===== config.mk =====
export PLATFORM = sky130hd
export DESIGN_NAME = grf_wb_sink
export DESIGN_NICKNAME = d
export VERILOG_FILES = /design/src/rtl/grf_wb_sink.sv
export SDC_FILE = /design/constraint.sdc
export NUM_CORES = 2
export LEC_CHECK = 0
export CAP_MARGIN = 25
export CORE_ASPECT_RATIO = 1.4
export CORE_MARGIN = 2
export CORE_UTILIZATION = 25
export DETAILED_ROUTE_END_ITERATION = 10
export PLACE_DENSITY = 0.45
export SLEW_MARGIN = 20
export SYNTH_ARGS = -nofsm -noshare
export SYNTH_HDL_FRONTEND = slang
export SYNTH_SLANG_ARGS = --single-unit

===== constraint.sdc =====
create_clock -name clk -period 2.1 [get_ports clk]
set_input_delay 0.21 -clock clk [delete_from_list [all_inputs] [get_ports clk]]
set_output_delay 0.21 -clock clk [all_outputs]
set_load 0.02 [all_outputs]

===== src/rtl/grf_wb_sink.sv =====
// General register file terminating the write-back interface: two bypassed read
// ports for decode plus a registered commit trace and a committed-write counter.
module grf_wb_sink #(
    parameter int DATA_W = 32,
    parameter int ADDR_W = 5,
    parameter int CNT_W  = 32
) (
    input  logic              clk,
    input  logic              reset,
    input  logic              RegWrite,
    input  logic [ADDR_W-1:0] A3,
    input  logic [DATA_W-1:0] WD,
    input  logic [31:0]       PC4,
    input  logic [ADDR_W-1:0] A1,
    input  logic [ADDR_W-1:0] A2,
    output logic [DATA_W-1:0] RD1,
    output logic [DATA_W-1:0] RD2,
    output logic              trace_valid,
    output logic [31:0]       trace_pc,
    output logic [ADDR_W-1:0] trace_reg,
    output logic [DATA_W-1:0] trace_data,
    output logic [CNT_W-1:0]  commit_cnt
);

    localparam int NREG = 1 << ADDR_W;

    logic [DATA_W-1:0] regs_q [NREG];
    logic [DATA_W-1:0] regs_d [NREG];

    logic              trace_valid_q, trace_valid_d;
    logic [31:0]       trace_pc_q,    trace_pc_d;
    logic [ADDR_W-1:0] trace_reg_q,   trace_reg_d;
    logic [DATA_W-1:0] trace_data_q,  trace_data_d;
    logic [CNT_W-1:0]  commit_cnt_q,  commit_cnt_d;

    logic commit;

    // Writes to register 0 are dropped entirely: no storage, trace or count effect.
    assign commit = RegWrite && (A3 != '0);

    always_comb begin
        regs_d = regs_q;
        if (commit) begin
            regs_d[A3] = WD;
        end
    end

    always_comb begin
        trace_valid_d = commit;
        trace_pc_d    = trace_pc_q;
        trace_reg_d   = trace_reg_q;
        trace_data_d  = trace_data_q;
        commit_cnt_d  = commit_cnt_q;
        if (commit) begin
            trace_pc_d   = PC4;
            trace_reg_d  = A3;
            trace_data_d = WD;
            commit_cnt_d = commit_cnt_q + CNT_W'(1);
        end
    end

    always_ff @(posedge clk or negedge reset) begin
        if (!reset) begin
            for (int i = 0; i < NREG; i++) begin
                regs_q[i] <= '0;
            end
            trace_valid_q <= 1'b0;
            trace_pc_q    <= '0;
            trace_reg_q   <= '0;
            trace_data_q  <= '0;
            commit_cnt_q  <= '0;
        end else begin
            regs_q        <= regs_d;
            trace_valid_q <= trace_valid_d;
            trace_pc_q    <= trace_pc_d;
            trace_reg_q   <= trace_reg_d;
            trace_data_q  <= trace_data_d;
            commit_cnt_q  <= commit_cnt_d;
        end
    end

    // Bypass lets decode see a value being written back in the same cycle.
    always_comb begin
        RD1 = regs_q[A1];
        if (A1 == '0) begin
            RD1 = '0;
        end else if (commit && (A1 == A3)) begin
            RD1 = WD;
        end
    end

    always_comb begin
        RD2 = regs_q[A2];
        if (A2 == '0) begin
            RD2 = '0;
        end else if (commit && (A2 == A3)) begin
            RD2 = WD;
        end
    end

    assign trace_valid = trace_valid_q;
    assign trace_pc    = trace_pc_q;
    assign trace_reg   = trace_reg_q;
    assign trace_data  = trace_data_q;
    assign commit_cnt  = commit_cnt_q;

endmodule


==> results.md <==
| Quantity | Value | Unit |
|:---|:---|:---|
| Ordered cell list for the critical path | mux4_2, nand2b_4, a22oi_2, nor3_2, a2111oi_4, nor2_4, buf_6 | - |
| Final number of setup-violating endpoints | 64 | - |
| Number of DRC markers after the initial detailed-route iteration | 2870 | - |
| Tightest Hold Check Type | input port to register | - |
| # rows | 212 | - |
| TritonCTS Sinks | 1126 | - |
| Final routed wire length divided by cell count | 29.8 | um |
| Post-synthesis async set-or-reset flop share | 1.00 | - |
| Outcome | finished with violations | - |
| Max-cap check violation count | 0 | - |
| Share of final-layout standard cells stronger than drive strength 1 | 0.573 | - |
| Launch point of the worst reg-to-reg path | commit_cnt[3]$_DFFE_PN0P_ | - |
| Flip-flop count of the largest register, all copies and words added | 1024 | - |
| Clock slew at reported path FFs | 0.06 | ns |
| Post-Syn Instances | 4241 | - |
| Relative slew margins | 0.353 | - |
| Hold violation count in the final report | 0 | - |
| Total die area | 243000 | um^2 |
| Core box area | 238000 | um^2 |
| Number of fill cells in the layout | 23200 | - |
| Share of the yosys chip area belonging to registers | 0.471 | - |
| Crit share post-route | 1.39 | - |
| CTS tree | built | - |
| Worst setup slack after layout | -0.809 | ns |
| Number of optimization iterations in the first detailed-route pass | 5 | - |
| Amount of wire on met3 after detailed routing | 10.8 | mm |
| Met1 Routed Length | 105 | mm |
| Peak clock frequency supported by timing | 344 | MHz |
| Largest Register | regs_q | - |
| Peak VDD IR | 0.499 | mV |
| Top layer in use | met5 | - |
| Number of warnings printed during yosys synthesis | 0 | - |
| Post-synthesis sequential element count | 1126 | - |
| Post-Synthesis Cell Area | 59800 | um^2 |
| Measured slew at the worst slew-check pin | 0.970 | ns |
| Routability congestion estimate | 0.825 | - |
| I/O Buffers | 247 | - |
| Setup crit start kind | register | - |
| Number of vias per cell | 5.10 | - |
| Violated checks | negative setup slack | - |
| Vertical extent of the die | 583 | um |
| Routed via count | 42100 | - |
| CTS buffer count | 139 | - |
| Maximum single-stage delay on the critical path | 0.46 | ns |
| Critical-path top delay cell | mux4_2 | - |
| Setup_tns | -43.51 | ns |
| Setup repair after global routing missed its margin | yes | - |
| Signal arrival time at the worst endpoint | 2.70 | ns |
| Routed wire length | 246 | mm |
| Number of antenna violations at the first check in global routing | 8 | - |
| Launching element of the worst setup path | regs_q[869]$_DFFE_PN0P_ | - |
| Initial Utilization | 0.251 | - |
| Syn avg cell area | 14.1 | um^2 |
| Horizontal extent of the die | 417 | um |
| Wire length of the first global-routing pass | 350 | mm |
| Post-layout minimum cycle time | 2.91 | ns |
| Endpoint required time on the critical path | 1.89 | ns |
| Clock tree skew after final layout | 0.0379 | ns |
| Clock latency on the worst-skew pair | 0.82 | ns |
| Overall routing resource usage | 0.200 | - |
| Library cell used as clock root buffer | clkbuf_16 | - |
| Number of I/O pins | 248 | - |
| Static leakage | 0.0350 | uW |
| Layout Area Growth over Synthesis | 34.2 | % |
| Max Root-Sink Buffers | 4 | - |
| H-tree level count | 4 | - |
| Critical-path maximum fanout | 3 | - |
| Number of enable flip-flop cells after synthesis | 0 | - |
| Final layout net count | 5141 | - |
| Unique cell type count in the Yosys netlist | 61 | - |
| Met2 wire length | 121 | mm |
| Syn nets | 4324 | - |
| Number of global-route vias before repair | 45200 | - |
| DPL Wire Length | 171 | mm |
| Kind of cell with the highest combined delay on the critical path | compound AO/OA/AOI/OAI gates | - |
| Endpoint type of the worst setup path | output pin | - |
| Crit Path Class | register to output pin | - |
| Worst path buffer plus inverter count | 1 | - |
| Antenna viol nets, final | 0 | - |
| Total Power | 71500 | uW |
| Worst Min Path Start | A3[1] | - |
| Power Density | 891 | nW/um^2 |
| Final Max Tran Viols | 0 | - |
| Maximum number of pins on one net before global-route repair | 103 | - |
| Final global-route overflow total | 0 | - |
| Remaining DRCs | 0 | - |
| Top flip-flop cell by instance count after synthesis | dfrtp_1 | - |
[synth_stat cells (3+ instances only)]
cell type | instances | area share
mux2i_1 | 202 | 0.034
nand3b_1 | 8 | 0.0010
o21ai_1 | 38 | 0.0032
buf_1 | 60 | 0.0038
or2_2 | 5 | 0.00052
xor2_1 | 8 | 0.0012
a211o_1 | 18 | 0.0026
and4_1 | 5 | 0.00073
o31ai_1 | 4 | 0.00050
a21oi_1 | 66 | 0.0055
o221ai_1 | 26 | 0.0038
and2_1 | 4 | 0.00042
buf_6 | 31 | 0.0058
nand3_1 | 20 | 0.0017
a22o_1 | 9 | 0.0013
buf_4 | 25 | 0.0031
clkbuf_1 | 249 | 0.016
o21bai_1 | 3 | 0.00038
mux2_1 | 6 | 0.0011
nor3b_1 | 8 | 0.0010
o211ai_1 | 3 | 0.00038
a22oi_1 | 49 | 0.0062
and3_1 | 8 | 0.00084
nor3_1 | 16 | 0.0013
or3_1 | 3 | 0.00031
a21o_1 | 4 | 0.00050
inv_1 | 22 | 0.0014
a211oi_1 | 94 | 0.012
a221o_1 | 9 | 0.0015
a221oi_1 | 45 | 0.0066
xnor2_1 | 33 | 0.0048
dfrtp_1 | 1126 | 0.47
nor2_1 | 65 | 0.0041
buf_2 | 89 | 0.0075
o22ai_1 | 12 | 0.0013
nand2b_1 | 10 | 0.0010
nand4_1 | 10 | 0.0010
mux2_2 | 1029 | 0.19
mux4_2 | 434 | 0.16
nand2_1 | 248 | 0.016
o21ai_0 | 28 | 0.0023
a2111oi_0 | 7 | 0.0010
mux2_4 | 14 | 0.0035
nor2b_1 | 66 | 0.0069
[tightest hold or removal path, cell delays in order]
cell           delay (ns)
dlygate4sd2_1        0.24
buf_6                0.13
nand2_1              0.06
buf_4                0.13
nand2_1              0.04
[cells in the final DEF, fill, tap and decap left out, types with 28 or more instances in the layout]
cell / n
mux2_2: 1025
buf_12: 201
buf_4: 621
dlygate4sd2_1: 28
a21oi_2: 37
a211oi_2: 69
mux4_2: 434
buf_6: 86
o21ai_1: 30
nand2_1: 227
clkbuf_8: 29
nor2b_4: 32
a22oi_2: 28
clkdlybuf4s50_1: 141
nor2b_1: 30
xnor2_1: 29
a221oi_1: 41
clkbuf_16: 144
dfrtp_1: 1126
mux2i_1: 189
dlygate4sd3_1: 37
nor2_1: 38
[layout make-up]
cell class,count,area (um^2),area share
multi-input combinational,2636,31500,0.393
sequential,1126,28200,0.351
clock inverter,35,474,0.00591
inverter,23,88.8,0.00111
timing repair buffer,1132,12000,0.149
antenna,3,7.51,0.0000936
tap,3103,3880,0.0484
clock buffer,197,4050,0.0505
[path summary, 6_finish.rpt]
path                                                   end  slack [ns]  cells past startpoint
worst max-delay path                                RD2[5]       -0.81                      7
worst min-delay path              trace_reg[1]$_DFFE_PN0P_        0.06                      5
worst max register to register  commit_cnt[31]$_DFFE_PN0P_        0.28                      6
worst min register to register    regs_q[1023]$_DFFE_PN0P_        0.39                      0
max in group asynchronous       trace_data[21]$_DFFE_PN0P_        0.88                      3
min in group asynchronous          regs_q[268]$_DFFE_PN0P_        0.17                      3
[repair_timing]
item | CTS | global route
setup buffers | 52 | 10
endpoints found under the hold margin | 1122 | 2
gates resized for setup | 469 | 99
pin swaps | 194 | 61
hold buffers | 36 | 1
setup endpoints to repair | 87 | 66
gates cloned | 2 | 1
[through the flow]
stage	area [um^2]	worst slack, ns	hold WS (ns)	cells	utilization
after floorplan	59800	-0.0318	-0.0856	4241	-
after global placement	72700	-1.80	0.151	7951	0.306
after detailed placement	72700	-1.48	0.149	7952	0.306
after CTS	79700	-0.915	0.00233	8246	0.335
after global routing	80200	-0.911	0.0724	8254	0.337
final	80200	-0.809	0.0614	8255	0.337
[layer usage]
metal | vias to the layer above | GRT usage
met4 | 2 | 0.0718
met3 | 392 | 0.0276
li1 | 17700 | -
met2 | 1158 | 0.339
met1 | 22800 | 0.260
met5 | - | 0
[power breakdown]
group | internal, uW | switching [uW] | leakage, uW
Sequential | 25600 | 2770 | 0.0144
Combinational | 10500 | 7770 | 0.0183
Clock | 14600 | 10100 | 0.00222
Total | 50800 | 20700 | 0.0350
[logic make-up after synthesis]
kind of cell               count (synthesis)  synth area share
muxes                                   1685             0.396
DFF                                     1126             0.471
and+or+nand+nor                          482            0.0376
buffers and inverters                    479            0.0378
AOI/OAI and AO/OA                        427            0.0511
xor gates and xnor gates                  41           0.00601
adders and majority gates                  1          0.000209
(Power assumes the default switching activity.)
